--- src/rtl/register_file_sb.sv ---
// register_file_sb: parametrised integer register file for the pipelined riscx core.
// Two combinational read ports, one write port, an optional same-cycle
// write-to-read bypass, and a per-register busy scoreboard. Decode uses the
// scoreboard to stall on writebacks that are still pending.
// Register 0 is hard-wired to zero and is never busy.
module register_file_sb #(
  parameter int XLEN = 32,
  parameter int NREGS = 32,
  parameter int SP_INDEX = 2,
  parameter logic [XLEN-1:0] SP_INIT = XLEN'(32'h3fc),
  parameter int BYPASS = 1,
  localparam int AW = $clog2(NREGS)
) (
  input  logic            clock,
  input  logic            reset,
  input  logic [AW-1:0]   rs1,
  input  logic [AW-1:0]   rs2,
  output logic [XLEN-1:0] registerRead1,
  output logic [XLEN-1:0] registerRead2,
  output logic            busy1,
  output logic            busy2,
  input  logic            writeRegister,
  input  logic [AW-1:0]   rd,
  input  logic [XLEN-1:0] dataToWrite,
  input  logic            issueValid,
  input  logic [AW-1:0]   issueRd,
  output logic [AW:0]     pendingCount,
  input  logic [AW-1:0]   watchSelect,
  output logic [XLEN-1:0] watch
);

  // Architectural state, viewed as an array for the read muxes.
  logic [XLEN-1:0] regs [NREGS];
  logic [NREGS-1:0] busy;
  logic [NREGS-1:0] busy_next;
  logic [AW:0]      pending_next;
  logic [AW:0]      pending;

  // Writes and issues aimed at register 0 are dropped right here, so they
  // can neither change data nor disturb the scoreboard or its count.
  logic write_ok;
  logic issue_ok;
  assign write_ok = writeRegister && (rd != '0);
  assign issue_ok = issueValid && (issueRd != '0);

  for (genvar gi = 0; gi < NREGS; gi++) begin : g_reg
    if (gi == 0) begin : g_zero
      assign regs[gi]      = '0;
      assign busy[gi]      = 1'b0;
      assign busy_next[gi] = 1'b0;
    end else begin : g_live
      logic [XLEN-1:0] value;
      logic            busy_bit;
      logic            wr_sel;
      logic            is_sel;

      assign wr_sel = write_ok && (rd == AW'(gi));
      assign is_sel = issue_ok && (issueRd == AW'(gi));

      // Data register: async reset to its init value, load on writeback.
      always_ff @(posedge clock or posedge reset) begin
        if (reset) begin
          value <= (gi == SP_INDEX) ? SP_INIT : '0;
        end else if (wr_sel) begin
          value <= dataToWrite;
        end
      end

      // An issue on the same edge as the retiring write belongs to a newer
      // instruction, so the set takes priority over the clear.
      assign busy_next[gi] = is_sel ? 1'b1 : (wr_sel ? 1'b0 : busy_bit);

      // Scoreboard bit for this register.
      always_ff @(posedge clock or posedge reset) begin
        if (reset) begin
          busy_bit <= 1'b0;
        end else begin
          busy_bit <= busy_next[gi];
        end
      end

      assign regs[gi] = value;
      assign busy[gi] = busy_bit;
    end
  end

  // Population count of the next busy vector, so the registered count moves
  // on the same edge as the busy bits themselves.
  always_comb begin
    pending_next = '0;
    for (int i = 0; i < NREGS; i++) begin
      pending_next = pending_next + (AW + 1)'(busy_next[i]);
    end
  end

  // Registered pending-writeback count.
  always_ff @(posedge clock or posedge reset) begin
    if (reset) begin
      pending <= '0;
    end else begin
      pending <= pending_next;
    end
  end

  // Forwarding hits: the write being presented this cycle targets the read
  // address. Suppressed during reset so outputs show the reset state only.
  logic fwd1;
  logic fwd2;
  if (BYPASS != 0) begin : g_bypass
    assign fwd1 = write_ok && !reset && (rd == rs1);
    assign fwd2 = write_ok && !reset && (rd == rs2);
  end else begin : g_no_bypass
    assign fwd1 = 1'b0;
    assign fwd2 = 1'b0;
  end

  // Forwarded data is valid, so the matching busy flag drops in that cycle.
  assign registerRead1 = fwd1 ? dataToWrite : regs[rs1];
  assign registerRead2 = fwd2 ? dataToWrite : regs[rs2];
  assign busy1         = busy[rs1] && !fwd1;
  assign busy2         = busy[rs2] && !fwd2;
  assign pendingCount  = pending;
  assign watch         = regs[watchSelect];

endmodule

--- config.mk ---
export PLATFORM = sky130hd
export DESIGN_NAME = register_file_sb
export DESIGN_NICKNAME = d
export VERILOG_FILES = /design/src/rtl/register_file_sb.sv
export SDC_FILE = /design/constraint.sdc
export NUM_CORES = 2
export LEC_CHECK = 0
export BUFFER_PORTS_ARGS = -buffer_cell sky130_fd_sc_hd__buf_2
export CORE_MARGIN = 2
export CORE_UTILIZATION = 40
export CTS_BUF_LIST = sky130_fd_sc_hd__clkbuf_4 sky130_fd_sc_hd__clkbuf_8 sky130_fd_sc_hd__clkbuf_16
export DETAILED_ROUTE_END_ITERATION = 8
export PLACE_DENSITY_LB_ADDON = 0.05
export SLEW_MARGIN = 10
export SYNTH_ARGS = -nofsm -noshare
export SYNTH_HDL_FRONTEND = slang
export SYNTH_SLANG_ARGS = --single-unit
--- constraint.sdc ---
create_clock -name clock -period 64.5 [get_ports clock]
set_input_delay 3.225 -clock clock [delete_from_list [all_inputs] [get_ports clock]]
set_output_delay 3.225 -clock clock [all_outputs]
set_load 0.05 [all_outputs]
# Yosys cells after proc, flatten, opt, wreduce, memory -nomap -nowiden
# Index checks and enable logic that the tools add are counted.
# classes
reduce_logical	74
n_addsub	30
bitwise_logic	3
magnitude_cmp	5
eq_ne	64
muxes	77
# ops
operator	count
32-bit binary-select mux with 5-bit select	3
32-bit two-way mux	8
5-bit == test (second input constant)	32
6-bit by 1-bit adder with 6-bit output	25
5-bit by 4-bit == test with 1-bit output (second input constant)	16
1-bit logical AND	69
1-bit two-way mux	64
5-bit by 3-bit == test with 1-bit output (second input constant)	8
5-bit by 2-bit == test with 1-bit output (second input constant)	4
6-bit >= comparator (second input constant)	3
5-bit inverter with 6-bit output	3
5-bit by 6-bit < comparator with 1-bit output (second input constant)	2
1-bit binary-select mux with 5-bit select	2
5-bit by 1-bit == test with 1-bit output (second input constant)	2
5-bit == test	2
5-bit nonzero test	2
5-bit by 1-bit adder with 6-bit output	1
4-bit by 1-bit adder with 5-bit output	1
3-bit by 1-bit adder with 4-bit output	1
2-bit by 1-bit adder with 3-bit output	1
1-bit logical NOT	3
1-bit by 1-bit adder with 2-bit output	1
# totals
wordCells	316
output_inout_bits	104
register_bits	1029

# Longest topological paths before layout
# depth
ltp_word	35
mapped_depth	23

# Worst setup path after synthesis
# No wires, ideal clock.
# synth_timing
path_kind	input -> output
start	input port reset
end	output port registerRead1[21]
stages	6
path_slack_ns	32.362
arrival_ns	28.913
n_path_buf	2
path_cell_list	inv_1 o211ai_1 or4_1 buf_2 clkbuf_1 o21ai_0
# synth_via
elab_chain_cells	4
# synth_rtl
element	line_no	text
start: declaration	15	input logic reset,
1-bit logical NOT	110	assign fwd1 = write_ok && !reset && (rd == rs1);
1-bit logical AND (2 in a row)	110	
32-bit two-way mux	118	assign registerRead1 = fwd1 ? dataToWrite : regs[rs1];
end: declaration	18	output logic [XLEN-1:0] registerRead1,
# Every way passes these cells.

# Worst setup path after layout
# layout_timing
start	input port watchSelect[0]
end	output port watch[24]
# layout_via
elab_chain_cells	4
# layout_rtl
element	line_no	text
start: declaration	28	input logic [AW-1:0] watchSelect,
5-bit inverter with 6-bit output (implied by the code)	123	assign watch = regs[watchSelect];
32-bit binary-select mux with 5-bit select	123	
32-bit two-way mux (implied by the code) (2 in a row)	123	
end: declaration	29	output logic [XLEN-1:0] watch
# Every way passes these cells. The select of a mux whose other input is x is not followed.

==> results.yml <==
place:
  dp_cells: 6957
  port_buffers: 164
  hpwl_um: 144000
  globalplace.congestion: 0.826
synthesis:
  synth_area_um2: 62200
  synth_edf_count: 0
  yosys_warnings: 0
  yosysSeqAreaShare_pct: 41.4
  async_flop_share_pct: 100
  synth_ff_type: "dfrtp_1"
  syn_nets: 5276
  netlist_instances: 5185
  yosys-top-cells-area: "dfrtp_1 (41%), mux4_2 (27%), o21ai_0 (6.7%)"
  netlist.area_leader.share_pct: 41.1
  synth_seq_cells: 1029
  synth.distinct_cells: 49
  yosys.area.top_type: "dfrtp_1"
  avgSynthCellArea_um2: 12.0
sta:
  skew_ns: 0.0103
  fin_crit_ns: 11.23
  setup_viol: 0
  fin_crit_sh_pct: 17.4
  hold_viol: 0
  worst_slew_pin_slew_ns: 1.26
  maxSlewViolCount: 0
  slew_headroom_pct: 16.1
  grt_setup_unrepaired: "no"
  fmax_mhz: 89.0
  final.setup.tns_ns: 0
clocking:
  cts_tree: "done"
  insertion_delay_ns: 0.78
  clockBufferDepth: 3
  holdBufCountCts: 0
  postCtsSetupBuffers: 0
  numCtsBuffers: 132
  cts_root_buf: "clkbuf_16"
  cts.repair.resized: 0
  clock_sinks: 1029
  clkTransAtPathRegs_ns: 0.05
  h-tree-depth: 4
critical_path:
  cp_max_fo: 61
  endpoint: "watch[24]"
  cpPeakStageDelay_ns: 0.96
  crit-reg2reg-launch: "g_reg[24].g_live.busy_bit"
  critPathLaunch: "watchSelect[0]"
  critical_path_class: "input port to primary output"
  cp-start-kind: "input port"
  path_cells: "buf_8, buf_4, buf_4, buf_4, mux4_2, mux4_2, mux2_2, buf_2"
  r2r_slack_ns: 59.39
  crit_top_cell: "buf_4"
  crit_path_end_kind: "primary output"
  slowest_stage: "buf_4"
  crit_required_ns: 61.28
  timing.rr.end: "pendingCount[4]"
  worstPathArrival_ns: 8.01
  worstRegToRegCells: 13
power_and_ir_drop:
  peakVddDrop_mv: 0.148
  p_leak_nw: 29.4
  power.density_nw_per_um2: 35.3
cells_and_area:
  syn2layout_area_growth_pct: 11.3
  fill_cells: 14400
  final_layout_size_suffix_gt1_share_pct: 32.1
  final_common_cell: "dfrtp_1"
  nets: 5138
  finish.cell_count_without_fillers: 7205
  layout_common_cells: "dfrtp_1 (1,021), nand2_1 (842), o21ai_0 (829)"
route:
  vias: 46300
  detail-route-antenna-nets: 0
  drt_iter0_markers: 4641
  drtPass1Iterations: 8
  drcViolationCount: 0
  viasPerCell: 6.43
  wl_per_cell_um: 34.3
  routed_wl_um: 247000
global_routing:
  track_usage_pct: 31.6
  first_global_vias: 46400
  grt_pass1_wl_um: 358000
  grt_max_degree: 165
  overflow: 0
  grt_antenna_before_repair: 29
status:
  status: "finished, final reports clean"
die:
  rows: 144
  ios: 165
  dieArea_um2: 159000
  initial_core_util_pct: 40.3
  dieHeight_um: 398
  die_w_um: 398
  core_um2: 154000
flow_run:
  drv_cap: 0
worst_hold_path:
  hold_class: "flop to flop"
layer usage:
metal  track usage (%)  share of wire [%]  vias to the layer above
met5                 0              0.059                        -
met3              7.11                8.3                      408
met1              46.1                 44                    24600
met4              8.90                2.7                       22
li1                  -                  -                    19300
met2              47.2                 45                     2049
per-stage QoR:
stage | util (%) | cell area [um2] | power, mW | setup WS, ns | hold WS, ns
after global routing | 44.9 | 69200 | 2.59 | 52.90 | 0.514
after detailed placement | 41.9 | 64600 | 1.66 | 53.11 | 0.493
after CTS | 44.9 | 69200 | 2.46 | 53.11 | 0.500
after global placement | 41.9 | 64600 | 1.65 | 53.17 | 0.486
after floorplan | - | 62200 | 1.45 | 32.31 | 0.476
final | 44.9 | 69200 | 2.44 | 53.27 | 0.500
worst max-delay path, delay by kind of cell:
family / cells / cell delay, ns
mux: 3 / 1.43
buf+inv: 5 / 3.22
power by group:
part | total, mW | leakage [nW] | switching, mW | internal [mW]
logic | 0.752 | 13.8 | 0.386 | 0.366
registers | 0.900 | 13.3 | 0.124 | 0.776
clock network | 0.791 | 2.32 | 0.312 | 0.479
total | 2.44 | 29.4 | 0.821 | 1.62
sequential cells by signal, summed over array words and instances (netlist names):
register and cells:
pendingCount 6, g.g_live.value 992, g.g_live.busy_bit 31
cell usage after synthesis (38+ instances only):
library cell,instances
mux2i_1,142
o22ai_1,63
a22o_1,77
nand2_1,866
mux4_2,747
nor2b_1,38
nor2_1,78
clkbuf_1,359
a22oi_1,72
o21ai_0,830
inv_1,85
mux2_2,325
dfrtp_1,1021
buf_1,46
buf_2,110
worst min-delay path by stage:
stage / from / to / slack [ns] / cells after the start
2_1_floorplan: g_reg[2].g_live.value[2] / g_reg[2].g_live.value[2] / 0.48 / 2
3_3_place_gp: g_reg[2].g_live.value[6] / g_reg[2].g_live.value[6] / 0.49 / 2
3_5_place_dp: g_reg[2].g_live.value[4] / g_reg[2].g_live.value[4] / 0.49 / 2
4_1_cts: g_reg[2].g_live.value[4] / g_reg[2].g_live.value[4] / 0.50 / 2
5_1_grt: g_reg[2].g_live.value[3] / g_reg[2].g_live.value[3] / 0.51 / 2
6_report: g_reg[2].g_live.value[6] / g_reg[2].g_live.value[6] / 0.50 / 2
kinds of logic after synthesis:
group | after synthesis | synth area share, %
xor+xnor | 13 | 0.183
flops | 1029 | 41.4
mux | 1214 | 35.2
fa+ha+maj | 30 | 0.881
buf+inv | 638 | 4.33
simple gates | 1061 | 6.83
compound gates | 1200 | 11.2
cell type report:
class / instances / area [um2] / share of cell area [%]
Antenna cell: 6 / 15.0 / 0.0217
Clock buffer: 193 / 3990 / 5.77
Clock inverter: 49 / 626 / 0.903
Inverter: 86 / 334 / 0.482
Multi-Input combinational cell: 3518 / 34100 / 49.2
Sequential cell: 1029 / 25800 / 37.2
Tap cell: 2044 / 2560 / 3.69
Timing Repair Buffer: 280 / 1880 / 2.71
No activity file was read; power rests on OpenSTA's default activity.
